==> src/rtl/xgs_athena_pkg.sv <==
// rtl/xgs_athena_pkg.sv - shared sync codes, pattern/state enums and PRBS-31 helper for the XGS athena video path
package xgs_athena_pkg;

    localparam logic [3:0]  SYNC_SOF  = 4'b0001;
    localparam logic [3:0]  SYNC_SOL  = 4'b0010;
    localparam logic [3:0]  SYNC_EOL  = 4'b0100;
    localparam logic [3:0]  SYNC_EOF  = 4'b1000;
    localparam logic [3:0]  SYNC_NONE = 4'b0000;

    localparam logic [7:0]  COUNTER_TAG = 8'hAA;
    localparam logic [30:0] PRBS_SEED   = 31'h7FFF_FFFF;

    typedef enum logic [1:0] {
        PAT_COUNTER = 2'd0,
        PAT_RAMP    = 2'd1,
        PAT_CONST   = 2'd2,
        PAT_PRBS    = 2'd3
    } tpg_pattern_t;

    typedef enum logic [1:0] {
        IDLE   = 2'd0,
        ACTIVE = 2'd1,
        GAP    = 2'd2,
        DONE   = 2'd3
    } tpg_state_t;

    typedef struct packed {
        logic [30:0] state;
        logic [63:0] data;
    } prbs_step_t;

    // Advance a Fibonacci PRBS-31 (x^31 + x^28 + 1) by 64 bits; generated bit i lands in data[i].
    function automatic prbs_step_t prbs31_step64(input logic [30:0] seed);
        prbs_step_t r;
        logic [30:0] s;
        logic        fb;
        s      = seed;
        r.data = '0;
        for (int i = 0; i < 64; i++) begin
            fb        = s[30] ^ s[27];
            s         = {s[29:0], fb};
            r.data[i] = fb;
        end
        r.state = s;
        return r;
    endfunction

endpackage

==> src/rtl/xgs_tpg_pattern.sv <==
// rtl/xgs_tpg_pattern.sv - pixel data generator for the video source; PRBS LFSR only with XGS_TPG_PRBS_EN
module xgs_tpg_pattern
    import xgs_athena_pkg::*;
#(
    parameter int CNT_WIDTH = 16
) (
    input  logic                 clk,
    input  logic                 reset,
    input  logic                 seed,
    input  logic                 step,
    input  tpg_pattern_t         pattern,
    input  logic [CNT_WIDTH-1:0] line,
    input  logic [CNT_WIDTH-1:0] beat,
    input  logic [63:0]          fill,
    output logic [63:0]          data
);

    logic [63:0] counter_word;
    logic [63:0] ramp_word;
    logic [63:0] prbs_word;

    assign counter_word = {COUNTER_TAG, 24'h0, 16'(line), 16'(beat)};

    // Byte k of beat b is (8*b + k) mod 256, so the byte stream is a continuous 0x00..0xFF ramp.
    always_comb begin
        ramp_word = '0;
        for (int k = 0; k < 8; k++) begin
            ramp_word[8*k +: 8] = {beat[4:0], 3'b000} + 8'(k);
        end
    end

`ifdef XGS_TPG_PRBS_EN
    logic [30:0] lfsr;
    prbs_step_t  lfsr_next;

    assign lfsr_next = prbs31_step64(lfsr);
    assign prbs_word = lfsr_next.data;

    // LFSR restarts at every accepted frame start and advances 64 bits per handshake.
    always_ff @(posedge clk) begin
        if (reset || seed) begin
            lfsr <= PRBS_SEED;
        end else if (step) begin
            lfsr <= lfsr_next.state;
        end
    end
`else
    logic unused_prbs_ctrl;

    assign unused_prbs_ctrl = ^{clk, reset, seed, step};
    assign prbs_word        = counter_word;
`endif

    // Select the word for the current beat.
    always_comb begin
        data = counter_word;
        case (pattern)
            PAT_COUNTER: data = counter_word;
            PAT_RAMP:    data = ramp_word;
            PAT_CONST:   data = fill;
            PAT_PRBS:    data = prbs_word;
            default:     data = counter_word;
        endcase
    end

endmodule

==> src/rtl/xgs_axis_video_src.sv <==
// rtl/xgs_axis_video_src.sv - programmable AXI-Stream video line source (optional PRBS via XGS_TPG_PRBS_EN)
module xgs_axis_video_src
    import xgs_athena_pkg::*;
#(
    parameter int AXIS_DATA_WIDTH = 64,
    parameter int AXIS_USER_WIDTH = 4,
    parameter int LINE_CNT_WIDTH  = 16,
    parameter int GAP_CNT_WIDTH   = 8
) (
    input  logic                       axi_clk,
    input  logic                       axi_reset,
    input  logic                       start,
    input  logic [LINE_CNT_WIDTH-1:0]  cfg_line_beats,
    input  logic [LINE_CNT_WIDTH-1:0]  cfg_lines,
    input  logic [GAP_CNT_WIDTH-1:0]   cfg_gap,
    input  logic [1:0]                 cfg_pattern,
    input  logic [63:0]                cfg_fill,
    output logic                       m_axis_tvalid,
    input  logic                       m_axis_tready,
    output logic [AXIS_DATA_WIDTH-1:0] m_axis_tdata,
    output logic [AXIS_USER_WIDTH-1:0] m_axis_tuser,
    output logic                       m_axis_tlast,
    output logic                       busy,
    output logic                       frame_done,
    output logic                       cfg_error
);

    localparam logic [LINE_CNT_WIDTH-1:0] CNT_ONE = LINE_CNT_WIDTH'(1);
    localparam logic [GAP_CNT_WIDTH-1:0]  GAP_ONE = GAP_CNT_WIDTH'(1);

    tpg_state_t                state;
    tpg_state_t                state_nxt;

    logic [LINE_CNT_WIDTH-1:0] beats_q;
    logic [LINE_CNT_WIDTH-1:0] lines_q;
    logic [GAP_CNT_WIDTH-1:0]  gap_q;
    tpg_pattern_t              pattern_q;
    logic [63:0]               fill_q;

    logic [LINE_CNT_WIDTH-1:0] beat_cnt;
    logic [LINE_CNT_WIDTH-1:0] line_cnt;
    logic [GAP_CNT_WIDTH-1:0]  gap_cnt;
    logic                      cfg_error_q;

    logic                      cfg_ok;
    logic                      start_ok;
    logic                      handshake;
    logic                      last_beat;
    logic                      last_line;
    logic                      valid;
    logic                      tlast;
    logic [3:0]                sync;
    logic [63:0]               pat_data;

    assign cfg_ok    = (cfg_line_beats != '0) && (cfg_lines != '0);
    assign start_ok  = (state == IDLE) && start && cfg_ok;
    assign last_beat = (beat_cnt == beats_q - CNT_ONE);
    assign last_line = (line_cnt == lines_q - CNT_ONE);
    assign handshake = valid && m_axis_tready;

    // State register.
    always_ff @(posedge axi_clk) begin
        if (axi_reset) begin
            state <= IDLE;
        end else begin
            state <= state_nxt;
        end
    end

    // Next-state and stream outputs; sync bits OR together when a line is a single beat.
    always_comb begin
        state_nxt = state;
        valid     = 1'b0;
        tlast     = 1'b0;
        sync      = SYNC_NONE;
        case (state)
            IDLE: begin
                if (start_ok) begin
                    state_nxt = ACTIVE;
                end
            end
            ACTIVE: begin
                valid = 1'b1;
                tlast = last_beat;
                if (beat_cnt == '0) begin
                    sync = sync | ((line_cnt == '0) ? SYNC_SOF : SYNC_SOL);
                end
                if (last_beat) begin
                    sync = sync | (last_line ? SYNC_EOF : SYNC_EOL);
                end
                if (m_axis_tready && last_beat) begin
                    if (last_line) begin
                        state_nxt = DONE;
                    end else if (gap_q == '0) begin
                        state_nxt = ACTIVE;
                    end else begin
                        state_nxt = GAP;
                    end
                end
            end
            GAP: begin
                if (gap_cnt == gap_q - GAP_ONE) begin
                    state_nxt = ACTIVE;
                end
            end
            DONE: begin
                state_nxt = IDLE;
            end
            default: begin
                state_nxt = IDLE;
            end
        endcase
    end

    // Configuration latch, beat/line/gap counters and the rejected-start pulse.
    always_ff @(posedge axi_clk) begin
        if (axi_reset) begin
            beats_q     <= '0;
            lines_q     <= '0;
            gap_q       <= '0;
            pattern_q   <= PAT_COUNTER;
            fill_q      <= '0;
            beat_cnt    <= '0;
            line_cnt    <= '0;
            gap_cnt     <= '0;
            cfg_error_q <= 1'b0;
        end else begin
            cfg_error_q <= (state == IDLE) && start && !cfg_ok;
            case (state)
                IDLE: begin
                    if (start) begin
                        beats_q   <= cfg_line_beats;
                        lines_q   <= cfg_lines;
                        gap_q     <= cfg_gap;
                        pattern_q <= tpg_pattern_t'(cfg_pattern);
                        fill_q    <= cfg_fill;
                        beat_cnt  <= '0;
                        line_cnt  <= '0;
                        gap_cnt   <= '0;
                    end
                end
                ACTIVE: begin
                    gap_cnt <= '0;
                    if (handshake) begin
                        if (last_beat) begin
                            beat_cnt <= '0;
                            if (!last_line) begin
                                line_cnt <= line_cnt + CNT_ONE;
                            end
                        end else begin
                            beat_cnt <= beat_cnt + CNT_ONE;
                        end
                    end
                end
                GAP: begin
                    gap_cnt <= gap_cnt + GAP_ONE;
                end
                DONE: begin
                    line_cnt <= '0;
                    beat_cnt <= '0;
                end
                default: begin
                    gap_cnt <= '0;
                end
            endcase
        end
    end

    xgs_tpg_pattern #(
        .CNT_WIDTH (LINE_CNT_WIDTH)
    ) u_pattern (
        .clk     (axi_clk),
        .reset   (axi_reset),
        .seed    (start_ok),
        .step    (handshake),
        .pattern (pattern_q),
        .line    (line_cnt),
        .beat    (beat_cnt),
        .fill    (fill_q),
        .data    (pat_data)
    );

    assign m_axis_tvalid = valid;
    assign m_axis_tlast  = tlast;
    assign m_axis_tuser  = AXIS_USER_WIDTH'(sync);
    assign m_axis_tdata  = valid ? AXIS_DATA_WIDTH'(pat_data) : '0;
    assign busy          = (state != IDLE);
    assign frame_done    = (state == DONE);
    assign cfg_error     = cfg_error_q;

endmodule

==> config.mk <==
export PLATFORM = sky130hd
export DESIGN_NAME = xgs_axis_video_src
export DESIGN_NICKNAME = d
export VERILOG_FILES = /design/src/rtl/xgs_athena_pkg.sv /design/src/rtl/xgs_tpg_pattern.sv /design/src/rtl/xgs_axis_video_src.sv
export SDC_FILE = /design/constraint.sdc
export NUM_CORES = 1
export LEC_CHECK = 0
export CAP_MARGIN = 20
export CORE_ASPECT_RATIO = 1.25
export CORE_MARGIN = 4
export CORE_UTILIZATION = 56
export DETAILED_ROUTE_END_ITERATION = 10
export GPL_ROUTABILITY_DRIVEN = 0
export PLACE_DENSITY = 0.88
export SLEW_MARGIN = 40
export SYNTH_ARGS = -nofsm -noshare
export SYNTH_HDL_FRONTEND = slang
export SYNTH_HIERARCHICAL = 1
export SYNTH_SLANG_ARGS = --single-unit
==> constraint.sdc <==
create_clock -name axi_clk -period 9.35 [get_ports axi_clk]
set_clock_uncertainty 0.15 [all_clocks]
set_input_delay 1.4025 -clock axi_clk [delete_from_list [all_inputs] [get_ports axi_clk]]
set_output_delay 1.4025 -clock axi_clk [all_outputs]
set_load 0.005 [all_outputs]
==> flow_metrics.py, run 1 <==
metrics = {
    "final_layout": {
        "n_antenna_cell": 0,
        "layout-drive-gt1-share_pct": 5.99,
        "final_nets": 1400,
        "final_design_area_no_fill_um2": 11100,
        "stdcell_count": 1493,
        "area_delta_synth_final_pct": 27.1,
    },
    "outcome": {
        "status": "finished, final reports clean",
    },
    "logic_synthesis": {
        "synth_warnings": 6,
        "synth_nets": 1275,
        "synthesis.area_um2": 8770,
        "syn-instance-count": 1149,
        "synth_area_per_cell_um2": 7.63,
    },
    "detailed_routing": {
        "detail_route.iter0.violations": 841,
        "drt_first_pass_iters": 6,
        "detail_route.vias_per_cell": 5.96,
        "vias": 8891,
        "wl_final_um": 27400,
        "wl_per_cell_um": 18.4,
        "drc": 0,
        "detail-route-antenna-nets": 0,
    },
    "floorplan": {
        "core.rowCount": 50,
        "coreArea_um2": 15200,
        "die-height_um": 148,
        "die_w_um": 120,
        "floorplan.initialDensity_pct": 57.7,
        "die_area_um2": 17700,
        "floorplan.io_pins": 183,
    },
    "power_and_ir_drop": {
        "totalPowerFinal_mw": 2.45,
        "power.density_cell_area_nw_per_um2": 220,
        "ir_worst_vdd_mv": 0.171,
        "leakage_nw": 4.07,
    },
    "timing": {
        "slew-limit-headroom_pct": 47.4,
        "worst_pin_slew_ns": 0.789,
        "finalSetupViolations": 0,
        "timing.setup.tns_ns": 0,
        "rsz0062_at_grt": "no",
        "finalHoldViolCount": 0,
        "final.period_utilization_pct": 58.9,
        "finalCriticalPeriod_ns": 5.51,
        "timing_max_transition_violations_final": 0,
        "maxClockFrequency_mhz": 181,
    },
    "global_routing": {
        "globalRoute.totalOverflow": 0,
        "largest_net_degree_at_the_start_of_global_routing": 108,
        "global_route_wire_length_before_repair_um": 43200,
        "antenna_found_initial": 0,
        "grt_usage_pct": 30.1,
        "grt_pass1_vias": 8527,
    },
    "setup_path": {
        "start_kind": "flip-flop",
        "setup.worst_path.class": "reg -> out",
        "critical-path-slowest-cell": "nor3b_2",
        "path_cells": "inv_1 -> ha_1 -> nor3b_2 -> nand2_1 -> a2111oi_0 -> nand4_1 -> nor4b_4 -> nand3_1 -> nor2_1 -> clkdlybuf4s50_1",
        "worst_path_dominant_cell_family": "simple AND/OR/NAND/NOR gates",
        "crit_path_end_kind": "primary output",
        "path_buf_inv": 2,
        "worst_ep_arrival_time_ns": 3.96,
        "timing.critical_path.slowest_cell_delay_ns": 0.58,
        "critical_path_required_ns": 7.80,
        "path_max_fanout": 10,
    },
    "job": {
        "maxCapViolations": 0,
    },
    "clocking": {
        "cts-root-to-sink-buffers": 2,
        "cts_hold_buffers": 0,
        "cts_tree": "yes",
        "cts_inserted_buffers": 17,
        "cts_resized": 0,
        "clkLatencyLatePin_ns": 0.43,
        "clockRootBuffer": "clkbuf_16",
        "tritoncts_num_sinks": 149,
        "cts_htree_levels": 4,
        "post-cts-setup-buffer-count": 0,
        "clk_pin_slew_ns": 0.06,
    },
    "worst_hold_path": {
        "min_path_type": "reg -> reg",
    },
    "placed_design": {
        "dp.final_hpwl_um": 19200,
        "dp_cells": 1463,
        "placement.io_buffers": 182,
        "detailed_place.area_um2": 10500,
    },
}
## final cells by class
class / instances / area [um2]
tap: 208 / 260
clock buffer: 21 / 480
multi-input combinational: 894 / 5320
clock inverter: 9 / 150
timing repair buffer: 189 / 1870
inverter: 23 / 86.3
sequential: 149 / 2980
fill: 1154 / 4060
## worst register-to-register path, cell delays in order, from the launching register on
cell       delay, ns
dfxtp_1         0.37
inv_1           0.08
ha_1            0.25
nor3b_2         0.58
nand2_1         0.11
a2111oi_0       0.48
nand4_1         0.23
nor4b_4         0.42
a31oi_4         0.35
or4_1           0.62
a21oi_1         0.15
## placed cells by master, fill, tap and decap left out, types with 5 or more instances in the layout
master	instances
a21oi_1	121
dfxtp_1	149
xor2_1	26
a221o_1	6
nor2_1	89
inv_1	23
or3_1	6
a221oi_1	21
a22oi_1	8
nor2b_1	10
clkdlybuf4s50_1	181
nand2_1	248
xnor2_1	39
and3_1	8
o21ai_0	6
nand4_1	18
a21o_1	8
o211ai_1	5
nand3_1	23
or4_1	13
a21oi_2	7
nand4b_1	5
nor4_1	20
buf_4	8
nor3_1	12
o31ai_1	8
and2_1	71
ha_1	14
a31oi_1	6
clkbuf_16	17
a22o_1	17
## sequential cells by signal, summed over array words and instances, names as in the netlist
register and cells:
gap_q 8, state 2, line_cnt 16, beat_cnt 16, cfg_error 1, pattern_q 2, lines_q 16, fill_q 64
gap_cnt 8, beats_q 16
## report_power, final
part,switching [mW],internal (mW)
logic,0.562,0.350
clock network,0.268,0.470
registers,0.0827,0.715
total,0.913,1.54
## routing by layer
metal  routed length, um  GRT usage (%)
met1               10600           35.5
met2               13600           52.0
met3                2330           7.62
met4                 918           12.3
met5                   0              0
## stage by stage
stage	hold WS [ns]	util, %	worst slack [ns]
6_report	0.305	73.3	3.84
5_1_grt	0.322	73.3	3.55
4_1_cts	0.304	73.3	3.89
3_5_place_dp	0.296	69.2	4.37
3_3_place_gp	0.287	69.1	4.45
2_1_floorplan	0.282	-	5.36
## path summary, 6_finish.rpt
check	start	to	slack [ns]	cells past startpoint
setup / recovery	beats_q[0]	m_axis_tuser[3]	3.84	10
hold / removal	fill_q[48]	fill_q[48]	0.30	2
setup reg to reg	beats_q[0]	line_cnt[13]	5.48	10
hold reg to reg	fill_q[48]	fill_q[48]	0.30	2
Note: power is estimated with default switching activity, not from simulation.
==> inputs of run 2 (changes only) <==
Settings changed: CORE_UTILIZATION 56 to 47, PLACE_DENSITY 0.88 to 0.79.
Clock period 9.35 ns to 4.61 ns, I/O delays scaled along.
==> run 2 against run 1 <==
- sequential cell count unchanged
- the flow now finishes with violations (DRC)
- largest power group unchanged
- worst setup slack worse by 3.7 ns
- first-iteration DRC count down 0.36%
- global-route usage is 4.4 points lower
- die area rose by 18%
- register-to-register slack got worse by 4.5 ns
- wire length decreased by 0.39%
- clock power is 96% higher
==> flow_metrics.py, run 2 (synthesis gave the netlist of run 1 again) <==
metrics = {
    "floorplan": {
        "die-height_um": 161,
        "die_area_um2": 20900,
        "coreArea_um2": 18200,
        "core.rowCount": 55,
        "floorplan.io_pins": 183,
        "floorplan.initialDensity_pct": 48.1,
        "die_w_um": 130,
    },
    "setup_path": {
        "timing.critical_path.slowest_cell_delay_ns": 0.53,
        "path_cells": "inv_1 -> ha_1 -> or3b_2 -> nor4_2 -> mux2i_1 -> a211oi_2 -> nor4b_4 -> nand3_1 -> nor2_1 -> clkdlybuf4s50_1",
        "worst_path_dominant_cell_family": "simple AND/OR/NAND/NOR gates",
        "worst_ep_arrival_time_ns": 3.58,
        "start_kind": "flip-flop",
        "path_max_fanout": 7,
        "critical-path-slowest-cell": "or3b_2",
        "path_buf_inv": 2,
        "crit_path_end_kind": "primary output",
        "setup.worst_path.class": "reg -> out",
        "critical_path_required_ns": 3.77,
    },
    "global_routing": {
        "globalRoute.totalOverflow": 0,
        "global_route_wire_length_before_repair_um": 43300,
        "grt_pass1_vias": 8400,
        "grt_usage_pct": 25.7,
        "largest_net_degree_at_the_start_of_global_routing": 108,
        "antenna_found_initial": 0,
    },
    "final_layout": {
        "layout-drive-gt1-share_pct": 6.28,
        "layout.cells.most_common": "nand2_1",
        "layout_common_cells": "248 x nand2_1, 181 x clkdlybuf4s50_1, 149 x dfxtp_1",
        "area_delta_synth_final_pct": 27.5,
        "final_nets": 1403,
        "n_antenna_cell": 0,
        "largest_register_ff_count": 64,
        "final_core_utilization_pct": 61.4,
        "final_design_area_no_fill_um2": 11200,
        "largest_register": "fill_q",
        "filler_cell_count": 1598,
    },
    "worst_hold_path": {
        "min_path_type": "reg -> reg",
    },
    "clocking": {
        "cts_htree_levels": 4,
        "tritoncts_num_sinks": 149,
        "clk_pin_slew_ns": 0.06,
        "clockRootBuffer": "clkbuf_16",
        "clkLatencyLatePin_ns": 0.42,
        "cts-root-to-sink-buffers": 2,
        "cts_hold_buffers": 0,
        "cts_inserted_buffers": 17,
        "cts_tree": "yes",
    },
    "detailed_routing": {
        "detail-route-antenna-nets": 0,
        "drt_first_pass_iters": 8,
        "routed.top_layer": "met4",
        "wl_met3_um": 2340,
        "wl_per_cell_um": 18.0,
        "vias": 8937,
        "wl_met1_um": 10600,
        "detail_route.iter0.violations": 838,
        "detail_route.vias_per_cell": 5.89,
        "drc": 1,
        "wl_final_um": 27300,
        "wl_met2_um": 13000,
    },
    "placed_design": {
        "dp.final_hpwl_um": 19500,
        "detailed_place.area_um2": 10600,
        "placement.io_buffers": 182,
        "preCtsSetupSlack_ns": 0.469,
    },
    "power_and_ir_drop": {
        "leakage_nw": 4.08,
        "ir_worst_vdd_mv": 0.258,
        "power.density_cell_area_nw_per_um2": 442,
    },
    "timing": {
        "worst_pin_slew_ns": 0.811,
        "finalHoldViolCount": 0,
        "timing_max_transition_violations_final": 0,
        "maxClockFrequency_mhz": 226,
        "slew-limit-headroom_pct": 46.0,
        "finalHoldWorstSlack_ns": 0.302,
        "final.period_utilization_pct": 95.9,
        "layout_setup_ws_ns": 0.188,
        "finalCriticalPeriod_ns": 4.42,
        "finalSetupViolations": 0,
    },
    "job": {
        "maxCapViolations": 0,
    },
    "outcome": {
        "failed_checks": "DRC",
        "status": "finished, violations left",
    },
}
-- run 2: final timing paths --
check	start	depth (start not counted)	slack, ns	to
max	beats_q[0]	10	0.19	m_axis_tuser[2]
min	fill_q[33]	2	0.30	fill_q[33]
max reg2reg	beats_q[0]	10	0.96	line_cnt[3]
min reg2reg	fill_q[33]	2	0.30	fill_q[33]
-- run 2: cell type report --
type,instances,area [um2],share of cell area [%]
multi-input combinational,894,5330,47.6
sequential,149,2980,26.7
clock inverter,13,183,1.63
timing repair buffer,192,1890,16.9
inverter,23,86.3,0.772
clock buffer,18,429,3.84
tap,228,285,2.55
-- run 2: routing by layer --
layer	track usage, %	up-vias
met5	0	-
met4	13.0	0
met3	6.02	106
met2	41.4	448
met1	31.8	4140
li1	-	4243
-- run 2: report_power, final --
part / switching [mW] / leakage, nW / internal (mW)
sequential: 0.168 / 1.22 / 1.45
combinational: 1.15 / 2.57 / 0.727
clock: 0.550 / 0.300 / 0.903
total: 1.87 / 4.08 / 3.08
-- run 2: metrics by stage --
step / cells / power [mW] / TNS (ns)
after global placement: 1485 / 3.43 / 0
after global routing: 1517 / 5.22 / -0.00937
after floorplan: 1149 / 2.92 / 0
after CTS: 1516 / 4.93 / 0
final: 1517 / 4.95 / 0
after detailed placement: 1485 / 3.47 / 0
-- run 2: timing repair --
action	4_1_cts	5_1_grt
endpoints found under the setup margin	0	3
gates resized for setup	0	2
setup buffers	0	1
-- run 2: worst min-delay path: stages (launching register included) --
cell	delay, ns
dfxtp_1	0.31
nand2_1	0.05
a21oi_1	0.05
==> inputs of run 3 (changes only) <==
Settings changed: SLEW_MARGIN 40 to unset.
==> run 3 against run 2 <==
- the run now ends clean
- utilization grew 0.16 points
- highest routed layer unchanged
- largest power group unchanged
- register-to-register slack barely moved
- sequential share of layout area shrank 0.072 points
- critical endpoint is now m_axis_tuser[3]
- sequential power is essentially flat
- fmax grew 2.6%
- combinational power about the same
- critical path depth is the same
- clock power is essentially flat
- count of clock-buffer cells in the layout unchanged
==> flow_metrics.py, run 3 (synthesis gave the netlist of run 1 again) <==
metrics = {
    "placed_design": {
        "dp.final_hpwl_um": 19400,
        "placement.io_buffers": 182,
        "dp_cells": 1485,
    },
    "global_routing": {
        "largest_net_degree_at_the_start_of_global_routing": 108,
        "grt_usage_pct": 26.0,
        "global_route_wire_length_before_repair_um": 43600,
        "grt_pass1_vias": 8417,
        "globalRoute.totalOverflow": 0,
        "antenna_found_initial": 0,
    },
    "detailed_routing": {
        "wl_per_cell_um": 18.0,
        "detail_route.vias_per_cell": 5.83,
        "wl_final_um": 27400,
        "vias": 8857,
        "detail_route.iter0.violations": 775,
        "drt_first_pass_iters": 6,
        "detail-route-antenna-nets": 0,
        "drc": 0,
    },
    "timing": {
        "worst_pin_slew_ns": 0.999,
        "finalSetupViolations": 0,
        "final.period_utilization_pct": 93.5,
        "finalHoldViolCount": 0,
        "timing_max_transition_violations_final": 0,
        "slew-limit-headroom_pct": 32.8,
        "timing.setup.tns_ns": 0,
        "maxClockFrequency_mhz": 232,
        "finalCriticalPeriod_ns": 4.31,
        "rsz0062_at_grt": "no",
    },
    "final_layout": {
        "final_nets": 1406,
        "final_core_utilization_pct": 61.5,
        "n_antenna_cell": 0,
        "layout-drive-gt1-share_pct": 6.42,
        "largest_register": "fill_q",
        "layout_common_cells": "248 x nand2_1, 181 x clkdlybuf4s50_1, 149 x dfxtp_1",
        "area_delta_synth_final_pct": 27.9,
        "filler_cell_count": 1596,
        "largest_register_ff_count": 64,
        "layout.cells.most_common": "nand2_1",
        "stdcell_count": 1520,
    },
    "clocking": {
        "cts_htree_levels": 4,
        "cts_inserted_buffers": 17,
        "cts_tree": "yes",
        "cts_hold_buffers": 0,
        "clkLatencyLatePin_ns": 0.43,
        "clockRootBuffer": "clkbuf_16",
        "tritoncts_num_sinks": 149,
        "clk_pin_slew_ns": 0.06,
        "cts-root-to-sink-buffers": 2,
    },
    "floorplan": {
        "die_area_um2": 20900,
        "floorplan.io_pins": 183,
        "coreArea_um2": 18200,
        "die_w_um": 130,
        "floorplan.initialDensity_pct": 48.1,
        "die-height_um": 161,
        "core.rowCount": 55,
    },
    "setup_path": {
        "critical_path_required_ns": 3.77,
        "reg2reg_depth": 11,
        "timing.critical_path.slowest_cell_delay_ns": 0.53,
        "start_kind": "flip-flop",
        "path_buf_inv": 2,
        "rr_endpoint": "line_cnt[3]",
        "worstReg2RegStart": "beats_q[0]",
        "path_max_fanout": 7,
        "worst_path_dominant_cell_family": "simple AND/OR/NAND/NOR gates",
        "crit_path_end_kind": "primary output",
        "critical_path_cell_count": 10,
        "worst_ep_arrival_time_ns": 3.47,
        "reg2reg_slack_ns": 0.95,
        "setup.worst_path.class": "reg -> out",
        "path_cells": "inv_1 -> ha_1 -> or3b_2 -> nor4_2 -> mux2i_1 -> a211oi_2 -> nor4b_4 -> nand3_1 -> nor2_1 -> clkdlybuf4s50_1",
        "critical-path-slowest-cell": "or3b_2",
    },
    "outcome": {
        "status": "finished, final reports clean",
    },
    "power_and_ir_drop": {
        "power.density_cell_area_nw_per_um2": 442,
        "power.sequential.fraction_pct": 32.6,
        "ir_worst_vdd_mv": 0.272,
        "comb_power_share_pct": 38.0,
        "clockPowerShare_pct": 29.4,
        "leakage_nw": 4.11,
        "power.share.switching_pct": 37.7,
        "power_report.internal_total_mw": 3.09,
        "power.switching_mw": 1.87,
    },
    "job": {
        "maxCapViolations": 0,
    },
    "worst_hold_path": {
        "min_path_type": "reg -> reg",
        "hold-path-cell-count": 2,
        "end_of_the_worst_hold_path": "fill_q[48]",
        "min-delay-start": "fill_q[48]",
    },
}
==> run 3: area by class of cell <==
cell class              count  area, um2  area share, %
clock buffers              18        429           3.83
clock inverters            13        184           1.64
inverters                  23       86.3          0.770
multi-input cells         894       5310           47.4
flip-flops and latches    149       2980           26.6
well taps                 228        285           2.54
repair buffers            195       1940           17.3
==> run 3: worst max path at each step <==
stage / end / slack (ns) / from
3_3_place_gp: m_axis_tuser[3] / 0.54 / beats_q[0]
5_1_grt: m_axis_tuser[3] / 0.05 / beats_q[0]
4_1_cts: m_axis_tuser[3] / 0.11 / beats_q[0]
6_report: m_axis_tuser[3] / 0.30 / beats_q[0]
2_1_floorplan: m_axis_tuser[2] / 1.34 / beats_q[0]
3_5_place_dp: m_axis_tuser[3] / 0.45 / beats_q[0]
==> run 3: stage by stage <==
step	hold slack [ns]	area (um2)	worst slack, ns	power, mW
3_5_place_dp	0.294	10500	0.451	3.47
3_3_place_gp	0.288	10500	0.538	3.43
4_1_cts	0.303	11200	0.108	4.93
6_report	0.303	11200	0.301	4.96
5_1_grt	0.318	11200	0.0463	5.24
2_1_floorplan	0.282	8770	1.34	2.92
==> run 3: power by group through the flow <==
| stage | clock, mW | sequential, mW | combinational (mW) |
|---|---|---|---|
| floorplan | 0 | 1.58 | 1.35 |
| global placement | 0 | 1.63 | 1.80 |
| finish | 1.46 | 1.62 | 1.88 |
| global route | 1.52 | 1.64 | 2.07 |
| detailed placement | 0 | 1.64 | 1.83 |
| CTS | 1.47 | 1.61 | 1.84 |
==> run 3: timing repair <==
action                     in CTS  in global routing
setup endpoints to repair       2                  3
resized for setup               1                  1
setup buffers                   0                  3
==> run 3: per-layer routing <==
metal  track usage (%)  up-vias  share of wire [%]
met5                 0        -                  0
met4              15.2        0                6.2
met3              6.62      118                8.9
met2              40.9      429                 46
met1              31.8     4053                 38
li1                  -     4257                  -
==> run 3: worst min-delay path: cells and delay by family (launching register included) <==
| kind | cells | cell delay, ns |
|---|---|---|
| AOI/OAI and AO/OA | 1 | 0.05 |
| DFF | 1 | 0.31 |
| and+or+nand+nor | 1 | 0.05 |
==> variant (config.mk and constraints of run 2) <==
The option `XGS_TPG_PRBS_EN` is turned on by a define.
--- a/src/rtl/xgs_tpg_pattern.sv
+++ b/src/rtl/xgs_tpg_pattern.sv
@@ -1,3 +1,5 @@
 // rtl/xgs_tpg_pattern.sv - pixel data generator for the video source; PRBS LFSR only with XGS_TPG_PRBS_EN
+`define XGS_TPG_PRBS_EN
+
 module xgs_tpg_pattern
     import xgs_athena_pkg::*;
Formal check against the unedited RTL: not equivalent (a bounded check fails within 4 cycles, from zero or initial values and one cycle with axi_reset high).
==> variant against run 2 <==
  * Synthesized cell count grew 20%
  * Die area up 23%
  * Cell area is 19% higher
  * Wire length grew 24%
  * Power rose by 13%
  * Largest power group unchanged
  * First-iteration DRC count up 21%
  * Sequential share of layout area rose by 0.46 points
  * Critical endpoint unchanged
  * Final cell count is 17% higher
  * Register-to-register slack lost 110 ps
  * Critical path type unchanged
  * Sequential cell count up 31
  * Critical path depth rose by 1
  * Worst setup slack got worse by 52 ps
  * Hold slack gained 2.3 ps
  * Area after synthesis increased by 24%
==> variant: results (changes against run 2) <==
Parameter                              Value

Status
  Outcome ... complete, no violations (was complete, but fails checks)

Pwr
  Leak Pwr ... 4.88 nW (was 4.08 nW)
  Max VDD drop ... 0.298 mV (was 0.258 mV)
  Sequential share of power ... 36.1% (was 32.7%)

Route
  Wire length on met2 ... 16.2 mm (was 13.0 mm)
  DRT Pass-1 Iters ... 6 (was 8)
  Average detailed-routed wire length per instance ... 19.0 µm (was 18.0 µm)
  Total routed wire length on the met1 layer ... 13.3 mm (was 10.6 mm)

Floorplanning
  Core area ... 22900 µm² (was 18200 µm²)

Clock network
  Number of buffers inserted by post-CTS setup repair ... 2 (was 0)
  Clk Latency, worst-skew pair ... 440 ps (was 420 ps)

Global route
  Global-route wire length before repair ... 52.8 mm (was 43.3 mm)
  Routing usage on met3 ... 4.61% (was 6.02%)
  Number of global-route vias before repair ... 10000 (was 8400)
  Global-route met1 utilization ... 32.2% (was 31.8%)
  Gr usage total ... 26.0% (was 25.7%)

Critical path
  Worst EP arrival ... 3630 ps (was 3580 ps)
  Worst-path cell with the longest stage delay ... sky130_fd_sc_hd__clkdlybuf4s50_1 (was sky130_fd_sc_hd__or3b_2)

Placement
  Hpwl dp ... 24.9 mm (was 19.5 mm)
  Cell area reported after detailed placement ... 12700 µm² (was 10600 µm²)

Finish
  Sequential portion of the cell area ... 27.1% (was 26.7%)
  Non-clock buffer share ... 14.8% (was 16.9%)
  Fill cell total of the finished layout ... 1989 (was 1598)
  Layout multi-input combinational cell count ... 1056 (was 894)
  Nonclk inv count ... 24 (was 23)
  Area fraction of clock buffers and clock inverters ... 4.23% (was 5.47%)

Synth
  Number of nets produced by synthesis ... 1503 (was 1275)
variant: cell count changes in the layout (fill, tap and decap cells not counted), sizes merged, moves of 10 or more:
cell | run 2 | this run
dfxtp | 149 | 180
mux4 | 0 | 19
a21oi | 128 | 152
buf | 11 | 21
o21ai | 11 | 34
xnor2 | 39 | 67
a221oi | 21 | 3
nor2 | 90 | 104
xor2 | 26 | 63
variant: stage by stage:
stage	utilization (%)	cells	power, mW
6_report	58.1	1780	5.61
4_1_cts	58.1	1780	5.59
3_3_place_gp	55.5	1748	4.09
5_1_grt	58.1	1780	5.91
3_5_place_dp	55.5	1748	4.15
2_1_floorplan	-	1380	3.53
variant: final timing paths:
check / startpoint / end / slack, ps / cells after the start
worst max-delay path: beats_q[0]$_SDFFE_PP0P_ / m_axis_tuser[2] / 140 / 11
worst min-delay path: fill_q[56]$_SDFFE_PP0P_ / fill_q[56]$_SDFFE_PP0P_ / 300 / 2
worst max register to register: beats_q[0]$_SDFFE_PP0P_ / line_cnt[13]$_SDFFE_PP0P_ / 850 / 11
worst min register to register: fill_q[56]$_SDFFE_PP0P_ / fill_q[56]$_SDFFE_PP0P_ / 300 / 2
variant: cells by family (layout without fill, tap and decap cells):
group | Yosys count | after routing
buffers and inverters | 144 | 256
AO/OA/AOI/OAI | 306 | 306
multiplexers | 29 | 29
AND/OR/NAND/NOR | 577 | 577
adder cells (fa/ha/maj) | 13 | 13
XOR/XNOR | 131 | 131
flip-flops | 180 | 180
variant: worst register-to-register path, delay by kind of cell, from the launching register on:
family | cells | cell delay [ps]
simple gates | 4 | 1770
compound gates | 4 | 860
flops | 1 | 410
fa+ha+maj | 1 | 270
buf+inv | 2 | 240
